### config.mk
export PLATFORM = sky130hd
export DESIGN_NAME = serial_adder
export DESIGN_NICKNAME = d
export VERILOG_FILES = /design/src/rtl/serial_adder_pkg.sv /design/src/rtl/fa_cell.sv /design/src/rtl/serial_adder.sv
export SDC_FILE = /design/constraint.sdc
export NUM_CORES = 1
export LEC_CHECK = 0
export BUFFER_PORTS_ARGS = -buffer_cell sky130_fd_sc_hd__buf_2
export CAP_MARGIN = 25
export CORE_MARGIN = 2
export CORE_UTILIZATION = 53
export CTS_CLUSTER_DIAMETER = 80
export DETAILED_ROUTE_END_ITERATION = 6
export GPL_TIMING_DRIVEN = 0
export PLACE_DENSITY = 0.77
export SLEW_MARGIN = 20
export SYNTH_ARGS = -nofsm -noshare
export SYNTH_HDL_FRONTEND = slang
export SYNTH_HIERARCHICAL = 1
export SYNTH_SLANG_ARGS = --single-unit
### constraint.sdc
create_clock -name clk -period 2.1 [get_ports clk]
set_input_delay 0.42 -clock clk [delete_from_list [all_inputs] [get_ports clk]]
set_output_delay 0.42 -clock clk [all_outputs]
set_load 0.02 [all_outputs]
### src/rtl/serial_adder_pkg.sv
// Shared types and constants for the bit-serial adder.
package serial_adder_pkg;

  localparam int unsigned DefaultWidth = 8;

  typedef enum logic [1:0] {
    StIdle,
    StShift,
    StDone
  } state_e;

endpackage

### src/rtl/fa_cell.sv
// Combinational one-bit full adder.
module fa_cell (
  input  logic a,
  input  logic b,
  input  logic cin,
  output logic sum,
  output logic cout
);

  assign sum  = a ^ b ^ cin;
  assign cout = (a & b) | (a & cin) | (b & cin);

endmodule

### src/rtl/serial_adder.sv
// Bit-serial WIDTH-bit adder: one full-adder cell plus a registered carry, LSB first.
// Define SERIAL_ADDER_SUB_EN to add the `sub` port and two's-complement subtraction.
module serial_adder
  import serial_adder_pkg::*;
#(
  parameter int unsigned WIDTH = DefaultWidth
) (
  input  logic             clk,
  input  logic             reset,
  input  logic             in_valid,
  output logic             in_ready,
  input  logic [WIDTH-1:0] a,
  input  logic [WIDTH-1:0] b,
  input  logic             cin,
`ifdef SERIAL_ADDER_SUB_EN
  input  logic             sub,
`endif
  output logic             out_valid,
  input  logic             out_ready,
  output logic [WIDTH-1:0] sum,
  output logic             cout,
  output logic             busy
);

  localparam int unsigned CntW = $clog2(WIDTH);
  localparam logic [CntW-1:0] LastBit = CntW'(WIDTH - 1);

  state_e            state_q, state_d;
  logic [WIDTH-1:0]  a_sh_q, a_sh_d;
  logic [WIDTH-1:0]  b_sh_q, b_sh_d;
  logic [WIDTH-1:0]  sum_sh_q, sum_sh_d;
  logic              carry_q, carry_d;
  logic [CntW-1:0]   bit_cnt_q, bit_cnt_d;
  logic              fa_sum, fa_cout;

  fa_cell u_fa_cell (
    .a    (a_sh_q[0]),
    .b    (b_sh_q[0]),
    .cin  (carry_q),
    .sum  (fa_sum),
    .cout (fa_cout)
  );

  always_ff @(posedge clk) begin
    if (reset) begin
      state_q   <= StIdle;
      a_sh_q    <= '0;
      b_sh_q    <= '0;
      sum_sh_q  <= '0;
      carry_q   <= 1'b0;
      bit_cnt_q <= '0;
    end else begin
      state_q   <= state_d;
      a_sh_q    <= a_sh_d;
      b_sh_q    <= b_sh_d;
      sum_sh_q  <= sum_sh_d;
      carry_q   <= carry_d;
      bit_cnt_q <= bit_cnt_d;
    end
  end

  always_comb begin
    state_d   = state_q;
    a_sh_d    = a_sh_q;
    b_sh_d    = b_sh_q;
    sum_sh_d  = sum_sh_q;
    carry_d   = carry_q;
    bit_cnt_d = bit_cnt_q;
    unique case (state_q)
      StIdle: begin
        if (in_valid) begin
          a_sh_d    = a;
          b_sh_d    = b;
          carry_d   = cin;
`ifdef SERIAL_ADDER_SUB_EN
          // a - b computed as a + ~b + 1; cin is ignored when subtracting.
          if (sub) begin
            b_sh_d  = ~b;
            carry_d = 1'b1;
          end
`endif
          bit_cnt_d = '0;
          state_d   = StShift;
        end
      end
      StShift: begin
        carry_d   = fa_cout;
        a_sh_d    = a_sh_q >> 1;
        b_sh_d    = b_sh_q >> 1;
        sum_sh_d  = {fa_sum, sum_sh_q[WIDTH-1:1]};
        bit_cnt_d = bit_cnt_q + CntW'(1);
        if (bit_cnt_q == LastBit) begin
          state_d = StDone;
        end
      end
      StDone: begin
        if (out_ready) begin
          state_d = StIdle;
        end
      end
      default: state_d = StIdle;
    endcase
  end

  // Handshake flags decode only from the state register.
  assign in_ready  = (state_q == StIdle);
  assign out_valid = (state_q == StDone);
  assign busy      = (state_q == StShift) || (state_q == StDone);
  assign sum       = sum_sh_q;
  assign cout      = carry_q;

endmodule

# Word-level counts from Yosys, hierarchy flattened
# Index checks and enable logic that the tools add are counted.
# totals
reg_bits	30
input_bits	21
out_inout_bits	12
elab_cells	37
# op_classes
add_sub_neg	1
n_eq_ne	6
mux	12
n_bitwise	7
n_reduce_logical	5
# ops
operator	count
one-hot mux 8 bit (2 select lines)	2
2-to-1 mux 8 bit	2
2-to-1 mux 2 bit	3
one-hot mux 2 bit (3 select lines)	1
one-hot mux 3 bit (2 select lines)	1
inequality test 2 bit (second input constant)	2
adder 3 x 1 -> 3 bit (second input constant)	1
AND 1 bit	3
== test 3 bit (second input constant)	1
2-to-1 mux 3 bit	1
AND reduction 3 bit	1
== test 2 x 1 -> 1 bit (second input constant)	1
== test 2 bit (second input constant)	1
zero test 2 bit	1
inequality test 2 x 1 -> 1 bit (second input constant)	1
bitwise OR 1 bit	2
one-hot mux 1 bit (2 select lines)	1
AND reduction 2 bit	1
nonzero test 2 bit	1
bitwise XOR 1 bit	2
logical OR 1 bit	1
2-to-1 mux 1 bit	1

# Depth between registers and ports, before layout
# Gate-level depths: netlist (run 1).
# logic_depth
word_depth	4
ltp_mapped	7
depth_no_buf	5

# Cells and area by module
# Netlist (run 1), hierarchy kept.
# modules_own_cells
mod	n_inst	cells_per_inst	area_per_inst_um2	seq_area_each_um2
serial_adder	1	138	1457.6	600.6
fa_cell	1	1	20.0	0.0

# Worst setup path before layout (run 1)
# OpenSTA, ideal clock, no wires.
# synth_timing
kind	register -> register
startpoint	register state_q[0]
endpoint	register carry_q, in the netlist cout
setup_ps	126
arrival_time_ps	1479
t_required_ps	1974
setup_slack_ps	496
stages_incl_launch_ff	8
path_buffers	2
period_less_slack_ps	1604
cell_sequence	dfxtp_1 -> inv_1 -> ha_1 -> buf_6 -> mux2_4 -> buf_4 -> nor2_1 -> a211oi_2
# synth_between
elab_chain_len	3
word_cells_on_any_way	6
cone_classes	2 x eq/ne; 1 x mux; 3 x reduce/logical
# synth_lines
item	line_no	rtl
from (decl)	serial_adder.sv:28	state_e state_q, state_d;
from (signal assigned)	serial_adder.sv:46	state_q <= StIdle;
from (signal assigned)	serial_adder.sv:53	state_q <= state_d;
zero test 2 bit (*)	--	
via in_ready	serial_adder.sv:11	output logic in_ready,
inequality test 2 bit (no line) / nonzero test 2 bit (equally long branches)	--	
AND reduction 2 bit (no line)	--	
to (signal assigned)	serial_adder.sv:57	carry_q <= carry_d;
to (decl)	serial_adder.sv:32	logic carry_q, carry_d;
# The timed path passes the listed nets; every way through them passes the cells marked *.
# A chain may end at the register's enable or synchronous reset.

# Final worst setup path (run 1)
# layout_timing
startpoint	register state_q[0]
endpoint	output busy
# layout_between
elab_chain_len	2
word_cells_on_any_way	3
cone_classes	2 x eq/ne; 1 x reduce/logical
# layout_lines
item	line_no	rtl
== test 2 x 1 -> 1 bit / == test 2 bit (equally long branches)	serial_adder.sv:108	assign busy = (state_q == StShift) || (state_q == StDone);
logical OR 1 bit (*)	serial_adder.sv:108	
to (decl)	serial_adder.sv:22	output logic busy
# Every way passes the cells marked *; elsewhere a longest branch is shown, timed or not.

==> impl_metrics.py, run 1 <==
metrics = {
    "worst_setup_path": {
        "reg2reg_to": "a_sh_q[0]$_SDFFE_PP0P_",
        "crit_path_end_kind": "output pin",
        "path_max_fanout": 3,
        "critPathLaunchType": "flop",
        "reg2reg_slack_ps": 460,
        "worstSetupPathType": "reg -> out",
        "reg2reg_from": "state_q[0]$_SDFFE_PP0P_",
        "required_ps": 1680,
        "ff2ff_path_depth": 7,
        "cp.arrival_ps": 1240,
    },
    "global_route": {
        "gr-total-overflow": 0,
        "grt_pass1_vias": 1134,
        "grtUsageTotal_pct": 19.6,
        "antenna_found_initial": 0,
        "grt_max_degree": 11,
        "grt_pass1_wl_um": 4950,
    },
    "yosys": {
        "ys_ff_latch": 30,
        "synth_top_family_by_area": "multiplexers",
        "synth_compound_area_share_pct": 17.3,
        "yosysWarnings": 6,
        "synthMuxAreaShare_pct": 17.3,
        "synth-xor-area-share_pct": 0,
        "syn_nets": 167,
        "synthSimpleGateAreaFrac_pct": 12.2,
        "synth_cell_types": 24,
        "synth.yosys.seq_area_share_pct": 40.6,
        "synthAdderAreaFrac_pct": 6.44,
        "syn_inst": 139,
        "netlist_area_um2": 1480,
        "syn_avg_cell_area_um2": 10.6,
    },
    "clock_network": {
        "h-tree-depth": 2,
        "root_buffer": "clkbuf_4",
        "ctsResizeCount": 0,
        "cts_tree": "done",
        "numCtsBuffers": 5,
        "clock_sinks": 30,
        "clk_path_buf_depth": 2,
        "clk_pin_slew_ps": 100,
        "worstSkewPairLatency_ps": 320,
        "cts_setup_buffers": 0,
        "cts_hold_buf": 0,
    },
    "placement": {
        "routabilityCongestion": 0.712,
        "dp_worst_setup_slack_ps": 471,
        "port_buffers": 31,
        "hpwl_um": 2060,
    },
    "cells_and_area": {
        "drive_gt1_share_pct": 36.0,
        "mostFrequentLayoutCell": "buf_2",
        "fillerInstances": 246,
        "layout_common_cells": "34 x buf_2, 30 x dfxtp_1, 25 x nor2_1",
        "antenna_cells": 0,
        "finish.utilization_pct": 63.9,
        "syn2layout_area_growth_pct": 17.2,
        "final_nets": 205,
    },
    "route": {
        "routedWlPerCell_um": 13.6,
        "drt-total-wl_um": 2840,
        "post-route-drc-count": 0,
        "dr.pass1.iters": 4,
        "postRouteAntennaNets": 0,
        "vias": 1147,
        "viasPerCell": 5.49,
        "drtIter0Drc": 32,
    },
    "power": {
        "clkPwrFrac_pct": 16.2,
        "power.switching_mw": 0.879,
        "ir_worst_vdd_mv": 0.825,
        "p_int_mw": 1.35,
        "pwr-share-seq_pct": 35.3,
        "power.leakage_nw": 0.737,
        "pwr_density_cell_nw_per_um2": 1290,
        "combPwrFrac_pct": 48.5,
        "sw_frac_of_total_pct": 39.4,
    },
    "die": {
        "die_h_um": 56.8,
        "std_cell_rows": 19,
        "io_pins": 33,
        "die_area_um2": 3230,
        "start_util_pct": 54.5,
        "fp.coreArea_um2": 2710,
        "die_w_um": 56.8,
    },
    "outcome": {
        "outcome": "finished clean",
    },
    "sta": {
        "setup_viol": 0,
        "worstMarginPinSlew_ps": 427,
        "clock.fmax_mhz": 603,
        "hold_viol_final": 0,
        "drv_slew": 0,
        "fin_crit_sh_pct": 79.0,
        "layout_setup_ws_ps": 441,
        "clock_skew_ps": 7.25,
        "hold-worst-slack_ps": 457,
        "timing.setup.tns_ps": 0,
        "maxSlewHeadroom_pct": 71.5,
        "min_period_ps": 1660,
        "rsz0062_at_grt": "no",
    },
    "min_path": {
        "hold_path_class": "in -> reg",
        "min_from": "a[3]",
        "hold-path-endpoint": "a_sh_q[3]$_SDFFE_PP0P_",
        "worstHoldPathCells": 3,
    },
    "flow_run": {
        "maxCapViolCount": 0,
    },
}
[layout make-up]
class                           count  area [µm²]  share of cell area, %
Sequential cell                    30         601                   34.7
Buffer                             12        83.8                   4.84
Clock inverter                      1        5.00                  0.289
Inverter                            2        7.51                  0.434
Multi-Input combinational cell     95         786                   45.4
Clock buffer                        7        55.1                   3.18
Timing Repair Buffer               31         155                   8.96
Tap cell                           31        38.8                   2.24
[worst max-delay path: stages, from the launching register on]
cell and delay [ps]:
dfxtp_1 380, inv_1 90, ha_1 280, buf_2 160
[through the flow]
step           cells  cell area (µm²)  total power [mW]
3_5_place_dp     201             1670              1.89
3_3_place_gp     201             1670              1.84
6_report         209             1730              2.23
5_1_grt          209             1730              2.40
4_1_cts          209             1730              2.26
2_1_floorplan    139             1480              1.68
[layer usage]
metal,GRT usage (%),vias to the layer above,wire (µm)
met4,6.98,0,41
met1,25.5,537,1280
met5,0,-,0
met2,31.2,32,1370
li1,-,573,-
met3,5.30,5,148
[power groups by stage]
stage / combinational (mW) / sequential [mW] / clock, mW
4_1_cts: 1.09 / 0.788 / 0.375
5_1_grt: 1.20 / 0.804 / 0.401
2_1_floorplan: 0.879 / 0.799 / 0
3_5_place_dp: 1.09 / 0.800 / 0
3_3_place_gp: 1.05 / 0.792 / 0
6_report: 1.08 / 0.786 / 0.361
[logic make-up after synthesis]
logic type      Yosys count
simple gates             39
flops                    30
mux                      25
compound gates           24
buf+inv                  14
fa+ha+maj                 7
[worst max-delay path by stage]
stage                            startpoint                endpoint  cells past startpoint
finish              state_q[0]$_SDFFE_PP0P_                    busy                      3
global route        state_q[0]$_SDFFE_PP0P_  b_sh_q[5]$_SDFFE_PP0P_                      7
CTS                 state_q[0]$_SDFFE_PP0P_                    busy                      3
detailed placement  state_q[0]$_SDFFE_PP0P_  b_sh_q[6]$_SDFFE_PP0P_                      7
global placement    state_q[0]$_SDFFE_PP0P_  a_sh_q[0]$_SDFFE_PP0P_                      7
floorplan           state_q[0]$_SDFFE_PP0P_       cout$_SDFFE_PP0P_                      7
[sequential cells by signal, summed over array words and instances, names as in the netlist]
name       count
sum            8
state_q        2
a_sh_q         8
bit_cnt_q      3
cout           1
b_sh_q         8
[cells in the mapped netlist, drive strengths merged]
cell    instances  area [µm²]
dfxtp          30         601
nor2           25        93.8
mux2i          24         240
a211oi         15         188
buf             9        71.3
ha              6        75.1
nand2b          5        31.3
nor2b           4        25.0
clkbuf          3        12.5
a31oi           2        12.5
a32oi           2        17.5
inv             2        7.51
nand4           2        12.5
o31ai           2        15.0
o32ai           2        17.5
a21oi           1        5.00
and3            1        6.26
fa              1        20.0
mux2            1        15.0
nand2           1        3.75
nand3b          1        7.51
Power figures use the tool's default switching activity.
==> run 2: changes to the inputs <==
==> constraint.sdc (replaced) <==
create_clock -name clk -period 1.74 [get_ports clk]
set_input_delay 0.348 -clock clk [delete_from_list [all_inputs] [get_ports clk]]
set_output_delay 0.348 -clock clk [all_outputs]
set_load 0.02 [all_outputs]
==> impl_metrics.py, run 2 (synthesis gave the netlist of run 1 again) <==
metrics = {
    "sta": {
        "worstMarginPinSlew_ps": 427,
        "maxSlewHeadroom_pct": 71.5,
        "clock.fmax_mhz": 628,
        "rsz0062_at_grt": "no",
        "clock_skew_ps": 7.25,
        "fin_crit_sh_pct": 91.5,
        "drv_slew": 0,
        "hold_viol_final": 0,
        "min_period_ps": 1590,
        "setup_viol": 0,
        "timing.setup.tns_ps": 0,
    },
    "worst_setup_path": {
        "critPathLaunchType": "flop",
        "cpLargestDelayFamily": "buffers and inverters",
        "cp_cell_sequence": "inv_1 -> ha_1 -> buf_6 -> mux2_4 -> buf_4 -> nor2_1 -> a211oi_2",
        "reg2reg_slack_ps": 150,
        "path_buf_inv": 3,
        "worstSetupPathType": "reg -> reg",
        "cp_slowest_cell": "dfxtp_2",
        "cp.arrival_ps": 1800,
        "reg2reg_from": "state_q[0]$_SDFFE_PP0P_",
        "required_ps": 1950,
        "slowest_delay_ps": 360,
        "path_max_fanout": 10,
        "reg2reg_to": "a_sh_q[0]$_SDFFE_PP0P_",
        "crit_path_end_kind": "flop",
        "ff2ff_path_depth": 7,
    },
    "placement": {
        "routabilityCongestion": 0.712,
        "hpwl_um": 2060,
        "port_buffers": 31,
        "place_area_um2": 1670,
    },
    "die": {
        "start_util_pct": 54.5,
        "fp.coreArea_um2": 2710,
        "die_w_um": 56.8,
        "die_area_um2": 3230,
        "std_cell_rows": 19,
        "die_h_um": 56.8,
        "io_pins": 33,
    },
    "power": {
        "pwr_density_cell_nw_per_um2": 1550,
        "sw_frac_of_total_pct": 39.4,
        "pwr-share-seq_pct": 35.3,
        "power.switching_mw": 1.06,
        "clkPwrFrac_pct": 16.2,
        "combPwrFrac_pct": 48.5,
        "power.leakage_nw": 0.738,
        "p_int_mw": 1.63,
        "ir_worst_vdd_mv": 1.01,
        "p_total_mw": 2.69,
    },
    "route": {
        "postRouteAntennaNets": 0,
        "viasPerCell": 5.49,
        "dr.pass1.iters": 4,
        "post-route-drc-count": 0,
        "vias": 1147,
        "drt-total-wl_um": 2840,
        "routedWlPerCell_um": 13.6,
        "drtIter0Drc": 32,
    },
    "flow_run": {
        "maxCapViolCount": 0,
    },
    "clock_network": {
        "clock_sinks": 30,
        "clk_pin_slew_ps": 100,
        "cts_tree": "done",
        "worstSkewPairLatency_ps": 320,
        "numCtsBuffers": 5,
        "root_buffer": "clkbuf_4",
        "clk_path_buf_depth": 2,
        "cts_setup_buffers": 0,
        "h-tree-depth": 2,
    },
    "global_route": {
        "grtUsageTotal_pct": 19.6,
        "antenna_found_initial": 0,
        "grt_max_degree": 11,
        "gr-total-overflow": 0,
        "grt_pass1_wl_um": 4950,
        "grt_pass1_vias": 1134,
    },
    "cells_and_area": {
        "fillerInstances": 245,
        "syn2layout_area_growth_pct": 17.3,
        "final_nets": 205,
        "drive_gt1_share_pct": 36.5,
        "mostFrequentLayoutCell": "buf_2",
        "final_area_um2": 1730,
        "antenna_cells": 0,
        "finish.utilization_pct": 63.9,
        "layout_common_cells": "34 x buf_2, 29 x dfxtp_1, 25 x nor2_1",
    },
    "min_path": {
        "min_from": "a[3]",
        "hold-path-endpoint": "a_sh_q[3]$_SDFFE_PP0P_",
        "worstHoldPathCells": 3,
        "hold_path_class": "in -> reg",
    },
    "outcome": {
        "outcome": "finished clean",
    },
}
run 2: timing repair:
item                                    CTS  global route
resized for setup                         0             1
endpoints found under the setup margin    0             1
hold buffers                              0             0
run 2: cell type report:
class                   count  area (µm²)  area share (%)
clock inverters             1        5.00           0.289
flip-flops and latches     30         602            34.7
multi-input cells          95         786            45.3
repair buffers             31         155            8.95
inverters                   2        7.51           0.433
well taps                  31        38.8            2.24
clock buffers               7        55.1            3.18
plain buffers              12        83.8            4.84
run 2: worst register-to-register path, cell delays in order (launching register included):
cell,delay [ps]
dfxtp_2,360
inv_1,70
ha_1,220
buf_6,140
mux2_4,320
buf_4,180
nor2_1,120
a211oi_2,60
run 2: worst max path at each step:
stage	from	end	slack (ps)	cells after the start
after floorplan	state_q[0]$_SDFFE_PP0P_	cout$_SDFFE_PP0P_	140	7
after global placement	state_q[0]$_SDFFE_PP0P_	a_sh_q[0]$_SDFFE_PP0P_	180	7
after detailed placement	state_q[0]$_SDFFE_PP0P_	b_sh_q[6]$_SDFFE_PP0P_	110	7
after CTS	state_q[0]$_SDFFE_PP0P_	b_sh_q[6]$_SDFFE_PP0P_	100	7
after global routing	state_q[1]$_SDFFE_PP0P_	b_sh_q[5]$_SDFFE_PP0P_	40	7
final	state_q[0]$_SDFFE_PP0P_	a_sh_q[0]$_SDFFE_PP0P_	150	7
run 2: per-layer routing:
| metal | up-vias | track usage, % | part of all wire, % |
|---|---|---|---|
| met5 | - | 0 | 0 |
| met3 | 5 | 5.30 | 5.2 |
| li1 | 573 | - | - |
| met2 | 32 | 31.2 | 48 |
| met4 | 0 | 6.98 | 1.4 |
| met1 | 537 | 25.5 | 45 |
run 2: power by group through the flow:
stage | Combinational (mW) | Sequential, mW | Clock (mW)
finish | 1.30 | 0.951 | 0.436
detailed placement | 1.31 | 0.966 | 0
CTS | 1.32 | 0.951 | 0.452
global route | 1.44 | 0.973 | 0.484
global placement | 1.27 | 0.955 | 0
floorplan | 1.06 | 0.964 | 0
run 2: through the flow:
stage	cells	setup WS, ps	hold WS (ps)
after CTS	209	96.7	376
after detailed placement	201	111	469
after floorplan	139	136	444
final	209	148	385
after global placement	201	176	460
after global routing	209	40.2	384
==> run 3: changes to the inputs <==
==> constraint.sdc (replaced) <==
create_clock -name clk -period 1.74 [get_ports clk]
set_input_delay 0.348 -clock clk [delete_from_list [all_inputs] [get_ports clk]]
set_output_delay 0.348 -clock clk [all_outputs]
set_load 0.05 [all_outputs]
==> impl_metrics.py, run 3 (synthesis gave the netlist of run 1 again) <==
metrics = {
    "global_route": {
        "grtUsageMet2_pct": 30.9,
        "grt_max_degree": 11,
        "gr-total-overflow": 0,
        "grt_pass1_wl_um": 4770,
        "antenna_found_initial": 0,
        "busiest_layer": "met2",
        "grt_use_met1_pct": 23.8,
        "grt_util_met3_pct": 5.07,
        "grtUsageTotal_pct": 18.9,
        "grt_pass1_vias": 1121,
    },
    "die": {
        "die_h_um": 56.8,
        "io_pins": 33,
        "die_area_um2": 3230,
        "fp.coreArea_um2": 2710,
        "die_w_um": 56.8,
        "start_util_pct": 54.5,
        "std_cell_rows": 19,
    },
    "sta": {
        "drv_slew": 0,
        "fin_crit_sh_pct": 96.7,
        "hold-worst-slack_ps": 387,
        "clock_skew_ps": 4.27,
        "rsz0062_at_grt": "no",
        "timing.setup.tns_ps": 0,
        "hold_viol_final": 0,
        "maxSlewHeadroom_pct": 74.6,
        "clock.fmax_mhz": 595,
        "setup_viol": 0,
        "min_period_ps": 1680,
        "worstMarginPinSlew_ps": 382,
    },
    "worst_setup_path": {
        "required_ps": 1390,
        "path_buf_inv": 2,
        "ff2ff_path_depth": 7,
        "path_max_fanout": 3,
        "reg2reg_to": "cout$_SDFFE_PP0P_",
        "slowest_delay_ps": 370,
        "worstSetupPathType": "reg -> out",
        "crit_path_end_kind": "output pin",
        "cp_slowest_cell": "dfxtp_1",
        "reg2reg_from": "state_q[0]$_SDFFE_PP0P_",
        "cpLargestDelayFamily": "flip-flops",
        "cp.arrival_ps": 1330,
        "reg2reg_slack_ps": 160,
        "cp_cell_sequence": "inv_1 -> ha_2 -> buf_2",
        "critPathLaunchType": "flop",
    },
    "route": {
        "routedWlPerCell_um": 12.8,
        "drt-total-wl_um": 2680,
        "dr.pass1.iters": 4,
        "post-route-drc-count": 0,
        "drtIter0Drc": 32,
        "vias": 1126,
        "postRouteAntennaNets": 0,
        "viasPerCell": 5.39,
    },
    "clock_network": {
        "clk_pin_slew_ps": 90,
        "cts_setup_buffers": 0,
        "ctsResizeCount": 0,
        "h-tree-depth": 2,
        "cts_tree": "done",
        "worstSkewPairLatency_ps": 320,
        "numCtsBuffers": 5,
        "clock_sinks": 30,
        "clk_path_buf_depth": 2,
        "cts_hold_buf": 0,
        "root_buffer": "clkbuf_4",
    },
    "cells_and_area": {
        "multi_input_area_um2": 788,
        "fillerInstances": 228,
        "syn2layout_area_growth_pct": 18.6,
        "drive_gt1_share_pct": 37.1,
        "antenna_cells": 0,
        "layout_common_cells": "34 x buf_2, 30 x dfxtp_1, 25 x nor2_1",
        "final_nets": 205,
        "seqCellArea_um2": 601,
        "mostFrequentLayoutCell": "buf_2",
        "fin_cells": 209,
    },
    "power": {
        "pwr_density_cell_nw_per_um2": 1640,
        "p_total_mw": 2.88,
        "power.leakage_nw": 0.745,
        "ir_worst_vdd_mv": 0.990,
    },
    "flow_run": {
        "maxCapViolCount": 0,
    },
    "min_path": {
        "min_from": "b[5]",
        "worstHoldPathCells": 3,
        "hold-path-endpoint": "b_sh_q[5]$_SDFFE_PP0P_",
        "hold_path_class": "in -> reg",
    },
    "placement": {
        "routabilityCongestion": 0.745,
        "port_buffers": 31,
        "hpwl_um": 1990,
        "place_inst": 201,
    },
    "outcome": {
        "outcome": "finished clean",
    },
}
## run 3: how the worst max path moves through the flow
stage / startpoint / to / slack [ps] / depth (start not counted)
2_1_floorplan: state_q[1]$_SDFFE_PP0P_ / cout$_SDFFE_PP0P_ / 60 / 7
3_3_place_gp: state_q[0]$_SDFFE_PP0P_ / a_sh_q[0]$_SDFFE_PP0P_ / 220 / 7
3_5_place_dp: state_q[0]$_SDFFE_PP0P_ / b_sh_q[3]$_SDFFE_PP0P_ / 170 / 7
4_1_cts: state_q[0]$_SDFFE_PP0P_ / busy / 40 / 3
5_1_grt: state_q[0]$_SDFFE_PP0P_ / busy / 9 / 3
6_report: state_q[0]$_SDFFE_PP0P_ / busy / 60 / 3
## run 3: final cells by class
class	count	share of cell area, %
Multi-Input combinational cell	95	45.0
Sequential cell	30	34.3
Timing Repair Buffer	31	8.85
Buffer	12	4.78
Clock buffer	8	4.50
Tap cell	31	2.21
Inverter	2	0.428
## run 3: per-layer routing
layer | wire length, µm | up-vias | part of all wire [%]
li1 | - | 574 | -
met1 | 1210 | 522 | 45
met2 | 1290 | 25 | 48
met3 | 142 | 5 | 5.3
met4 | 36 | 0 | 1.3
met5 | 0 | - | 0
## run 3: per-stage QoR
stage                     area (µm²)  utilization (%)  setup slack [ps]
after global placement          1670             61.8               220
after floorplan                 1480                -              59.0
after global routing            1750             64.7              9.03
after CTS                       1750             64.7              40.7
after detailed placement        1670             61.8               167
final                           1750             64.7              58.0
## run 3: worst min-delay path, cell delays in order
cell      delay [ps]
buf_2            100
mux2i_1          140
a211oi_2          80
## run 3: report_power, final
group	total [mW]	internal, mW	switching (mW)	leakage, nW
Combinational	1.43	0.588	0.841	0.455
Clock	0.503	0.276	0.227	0.0446
Sequential	0.947	0.850	0.0965	0.246
Total	2.88	1.71	1.16	0.745
